$ cat config.mk
export PLATFORM = sky130hd
export DESIGN_NAME = mux_scan_sequencer
export DESIGN_NICKNAME = d
export VERILOG_FILES = /design/src/rtl/mux_scan_sequencer.sv
export SDC_FILE = /design/constraint.sdc
export NUM_CORES = 1
export LEC_CHECK = 0
export CAP_MARGIN = 20
export CORE_UTILIZATION = 40
export DETAILED_ROUTE_END_ITERATION = 7
export GPL_ROUTABILITY_DRIVEN = 0
export HOLD_SLACK_MARGIN = 0.1
export PLACE_DENSITY = 0.67
export SLEW_MARGIN = 20
export SYNTH_ARGS = -nofsm -noshare
export SYNTH_HDL_FRONTEND = slang
export SYNTH_SLANG_ARGS = --single-unit
$ cat constraint.sdc
create_clock -name clk -period 2.7 [get_ports clk]
set_input_delay 0.54 -clock clk [delete_from_list [all_inputs] [get_ports clk]]
set_output_delay 0.54 -clock clk [all_outputs]
set_load 0.01 [all_outputs]
$ cat src/rtl/mux_scan_sequencer.sv
// Scan controller for the 4-to-1 mux stage: steps the select bus through
// channels 0..3, samples y after a settle delay and reports a 4-bit word.
module mux_scan_sequencer #(
    parameter int SETTLE_CYCLES = 1
) (
    input  logic       clk,
    input  logic       rst_n,
    input  logic       start,
    input  logic       cont,
    input  logic       y,
    output logic [1:0] s,
    output logic       busy,
    output logic       done,
    output logic [3:0] word,
    output logic [2:0] ones
);

    typedef enum logic [1:0] {IDLE, SETTLE, SAMPLE, DONE} state_t;

    localparam logic [3:0] RELOAD = 4'(SETTLE_CYCLES - 1);

    state_t     state_q, state_d;
    logic [1:0] ch_q, ch_d;
    logic [3:0] cnt_q, cnt_d;
    logic [2:0] sh_q, sh_d;
    logic [1:0] s_q, s_d;
    logic       busy_q, busy_d;
    logic       done_q, done_d;
    logic [3:0] word_q, word_d;
    logic [2:0] ones_q, ones_d;

    always_comb begin
        state_d = state_q;
        ch_d    = ch_q;
        cnt_d   = cnt_q;
        sh_d    = sh_q;
        word_d  = word_q;
        ones_d  = ones_q;

        case (state_q)
            IDLE: begin
                if (start) begin
                    state_d = SETTLE;
                    ch_d    = 2'd0;
                    cnt_d   = RELOAD;
                end
            end
            SETTLE: begin
                if (cnt_q == 4'd0) begin
                    state_d = SAMPLE;
                end else begin
                    cnt_d = cnt_q - 4'd1;
                end
            end
            SAMPLE: begin
                if (ch_q != 2'd3) begin
                    for (int i = 0; i < 3; i++) begin
                        if (ch_q == 2'(i)) begin
                            sh_d[i] = y;
                        end
                    end
                    ch_d    = ch_q + 2'd1;
                    cnt_d   = RELOAD;
                    state_d = SETTLE;
                end else begin
                    // Last channel goes straight into the word so it is never seen partially.
                    word_d  = {y, sh_q};
                    ones_d  = 3'(y) + 3'(sh_q[0]) + 3'(sh_q[1]) + 3'(sh_q[2]);
                    state_d = DONE;
                end
            end
            DONE: begin
                if (cont) begin
                    state_d = SETTLE;
                    ch_d    = 2'd0;
                    cnt_d   = RELOAD;
                end else begin
                    state_d = IDLE;
                end
            end
            default: state_d = IDLE;
        endcase

        // Outputs are registered, so they are derived from the state being entered.
        s_d    = 2'd0;
        busy_d = 1'b0;
        done_d = 1'b0;
        case (state_d)
            SETTLE, SAMPLE: begin
                s_d    = ch_d;
                busy_d = 1'b1;
            end
            DONE: begin
                s_d    = 2'd3;
                done_d = 1'b1;
            end
            default: ;
        endcase
    end

    always_ff @(posedge clk or negedge rst_n) begin
        if (!rst_n) begin
            state_q <= IDLE;
            ch_q    <= 2'd0;
            cnt_q   <= 4'd0;
            sh_q    <= 3'd0;
            s_q     <= 2'd0;
            busy_q  <= 1'b0;
            done_q  <= 1'b0;
            word_q  <= 4'd0;
            ones_q  <= 3'd0;
        end else begin
            state_q <= state_d;
            ch_q    <= ch_d;
            cnt_q   <= cnt_d;
            sh_q    <= sh_d;
            s_q     <= s_d;
            busy_q  <= busy_d;
            done_q  <= done_d;
            word_q  <= word_d;
            ones_q  <= ones_d;
        end
    end

    assign s    = s_q;
    assign busy = busy_q;
    assign done = done_q;
    assign word = word_q;
    assign ones = ones_q;

endmodule
==> metrics.csv <==
stage,metric,value,unit
die,core area,2500,um2
cells_and_area,fraction of layout cells with a size suffix above 1,11.9,%
detailed_routing,Avg Vias per Cell,4.98,
cts,post-cts gate resize count,0,
synthesis,Post-synth EDFFs,0,
detailed_routing,first-iteration detailed-routing DRC count,15,
cts,CTS Sinks,22,
die,die width,53.7,um
global_route,initial antenna violation count,0,
cts,htree depth,1,
timing,"Hold Vio Cnt, Final",0,
cts,Root Buffer,clkbuf_4,
synthesis,asr flop ratio synth,100,%
cells_and_area,Post-Layout Cell Count,156,
cells_and_area,"most common cell after layout, fill and taps aside",dfrtp_1,
place,cell total after placement,152,
hold_path,Hold Crit Class,flop to flop,
timing,worst-margin pin slew,312,ps
synthesis,Yosys warning count,0,
global_route,Total GRT Usage,16.4,%
synthesis,Synth Cell Area,1070,um2
timing,Final period util,76.2,%
cells_and_area,Multi-input gate area,464,um2
power_and_ir_drop,Pwr Total,1.22,mW
synthesis,ys flop type,dfrtp_1,
cts,Worst-Skew Late Latency,300,ps
global_route,first-pass GRT wire length,3300,um
cells_and_area,area delta synth->final,22.0,%
hold_path,WHS Path Cells,2,
critical_path,critical path startpoint category,primary input,
cts,cts hold-fix bufs,0,
critical_path,Setup Crit Path Kind,primary input to flop,
critical_path,worst path required time,2910,ps
die,Initial Utilization,42.7,%
cells_and_area,FILL cells,235,
cts,setup repair bufs after CTS,0,
timing,Final setup viols,0,
timing,Pins Over Slew Limit,0,
power_and_ir_drop,Max VDD drop,473,uV
hold_path,hold_sp,ones[2]$_DFFE_PN0P_,
hold_path,hold path endpoint,ones[2]$_DFFE_PN0P_,
cts,number of CTS-inserted buffers,3,
cts,clk slew on worst S/H paths,120,ps
timing,setup TNS,0,ps
cts,CTS tree,built,
flow_run,max-cap viol count,0,
synthesis,Syn Nets,119,
synthesis,number of library cell types mapped by synthesis,26,
cells_and_area,"commonest non-fill, non-tap cells in the layout","22 x dfrtp_1, 19 x nand2_1, 15 x clkdlybuf4s50_1, 10 x inv_1, 7 x nand3_1",
die,IO Pins,16,
critical_path,R2R Setup Slk,660,ps
critical_path,Critical R2R Capture,s[0]$_DFF_PN0_,
synthesis,Synth Register Bits,22,
detailed_routing,Routed WL,1840,um
power_and_ir_drop,PD cells,933,nW/um2
timing,Hold Worst Slack,492,ps
synthesis,"Avg Cell Area, Syn",9.97,um2
place,DP HPWL,1430,um
global_route,total gr overflow,0,
place,Port-buffer cells,15,
timing,Clock Skew,1.18,ps
critical_path,r2r worst-path depth,6,
power_and_ir_drop,standby leakage power,0.626,nW
die,# rows,18,
die,full die area,2880,um2
synthesis,Mapped Cells,107,
critical_path,worst r2r src,state_q[1]$_DFF_PN0_,
detailed_routing,Avg WL per Cell,11.8,um
timing,RSZ-0062 raised after global routing,no,
synthesis,"Seq/Total Area, Yosys",51.6,%
detailed_routing,DR DRC count,0,
cells_and_area,diode count,0,
detailed_routing,total number of vias,777,
cts,Longest Clk Path Bufs,2,
detailed_routing,Routed Antenna Nets,0,
critical_path,CP Capture Type,flop,
cells_and_area,Final Net Count,139,
global_route,pin count of the biggest net entering global routing,23,
die,Die H,53.7,um
timing,headroom to the max-slew limit,79.0,%
critical_path,Critical Path AT,2270,ps
timing,post-layout min period,2060,ps
critical_path,worst-path fanout max,3,
timing,top achievable clock speed,0.486,GHz
cells_and_area,register area,551,um2
detailed_routing,first-pass iteration count of the detailed router,4,
global_route,vias in the first global route,763,
status,outcome,"complete, no violations",
-- where the power goes --
group,leakage [nW],switching [mW],internal (mW)
Combinational,0.342,0.265,0.281
Clock,0.0210,0.0997,0.0822
Sequential,0.263,0.0692,0.419
Total,0.626,0.434,0.782
-- registers in the layout (all words and copies together) (netlist names) --
register  cells
busy          1
ch_q          2
cnt_q         4
done          1
ones          3
s             2
sh_q          3
state_q       2
word          4
-- metal layers --
metal,up-vias,GRT usage [%],part of all wire (%)
met2,8,27.1,49
met3,4,2.54,2.3
met1,375,20.0,47
met4,0,9.65,2.1
met5,-,0,0
li1,390,-,-
-- through the flow --
stage          utilization [%]  setup WS, ps  instance area, um2
4_1_cts                   52.1           648                1300
3_3_place_gp              50.7           353                1270
5_1_grt                   52.1           565                1300
2_1_floorplan                -           809                1070
3_5_place_dp              50.7           328                1270
6_report                  52.1           641                1300
-- worst max path at each step --
| stage | startpoint | to | slack [ps] | cells past startpoint |
|---|---|---|---|---|
| floorplan | state_q[1]$_DFF_PN0_ | s[0]$_DFF_PN0_ | 810 | 6 |
| global placement | y | ones[1]$_DFFE_PN0P_ | 350 | 8 |
| detailed placement | y | ones[1]$_DFFE_PN0P_ | 330 | 8 |
| CTS | y | ones[1]$_DFFE_PN0P_ | 650 | 8 |
| global route | state_q[1]$_DFF_PN0_ | s[0]$_DFF_PN0_ | 570 | 6 |
| finish | y | ones[1]$_DFFE_PN0P_ | 640 | 8 |
-- cell families (layout without fill, tap and decap cells) --
kind of cell | after synthesis | count (layout) | synth area share, %
compound gates | 14 | 14 | 7.39
fa+ha+maj | 7 | 7 | 8.91
buf+inv | 14 | 33 | 4.92
flops | 22 | 22 | 51.6
mux | 5 | 5 | 5.74
simple gates | 45 | 45 | 21.5
-- cell usage after synthesis, types with 2 or more instances --
| library cell | n | area [um2] |
|---|---|---|
| mux2_4 | 2 | 30.0 |
| nand3_1 | 7 | 35.0 |
| and3_1 | 2 | 12.5 |
| a21oi_1 | 5 | 25.0 |
| nor4_1 | 2 | 12.5 |
| mux2i_1 | 2 | 20.0 |
| clkbuf_1 | 3 | 11.3 |
| nor3_1 | 2 | 10.0 |
| o21ai_0 | 6 | 30.0 |
| nor2_1 | 5 | 18.8 |
| ha_1 | 6 | 75.1 |
| dfrtp_1 | 22 | 551 |
| nand2_1 | 19 | 71.3 |
| nand2b_1 | 2 | 12.5 |
| and2_4 | 2 | 17.5 |
| inv_1 | 10 | 37.5 |
-- critical path, stage by stage --
cell             delay, ps
clkdlybuf4s50_1        500
inv_1                   90
fa_1                   550
inv_1                   50
ha_1                   180
ha_1                   260
nand2_1                 50
nand2_1                 40
-- area by class of cell --
class | instances | area share (%)
inverter | 11 | 3.17
multi-input combinational | 71 | 35.6
sequential | 22 | 42.3
timing repair buffer | 18 | 13.3
clock buffer | 4 | 2.79
tap | 30 | 2.88
Note: power is estimated with default switching activity, not from simulation.
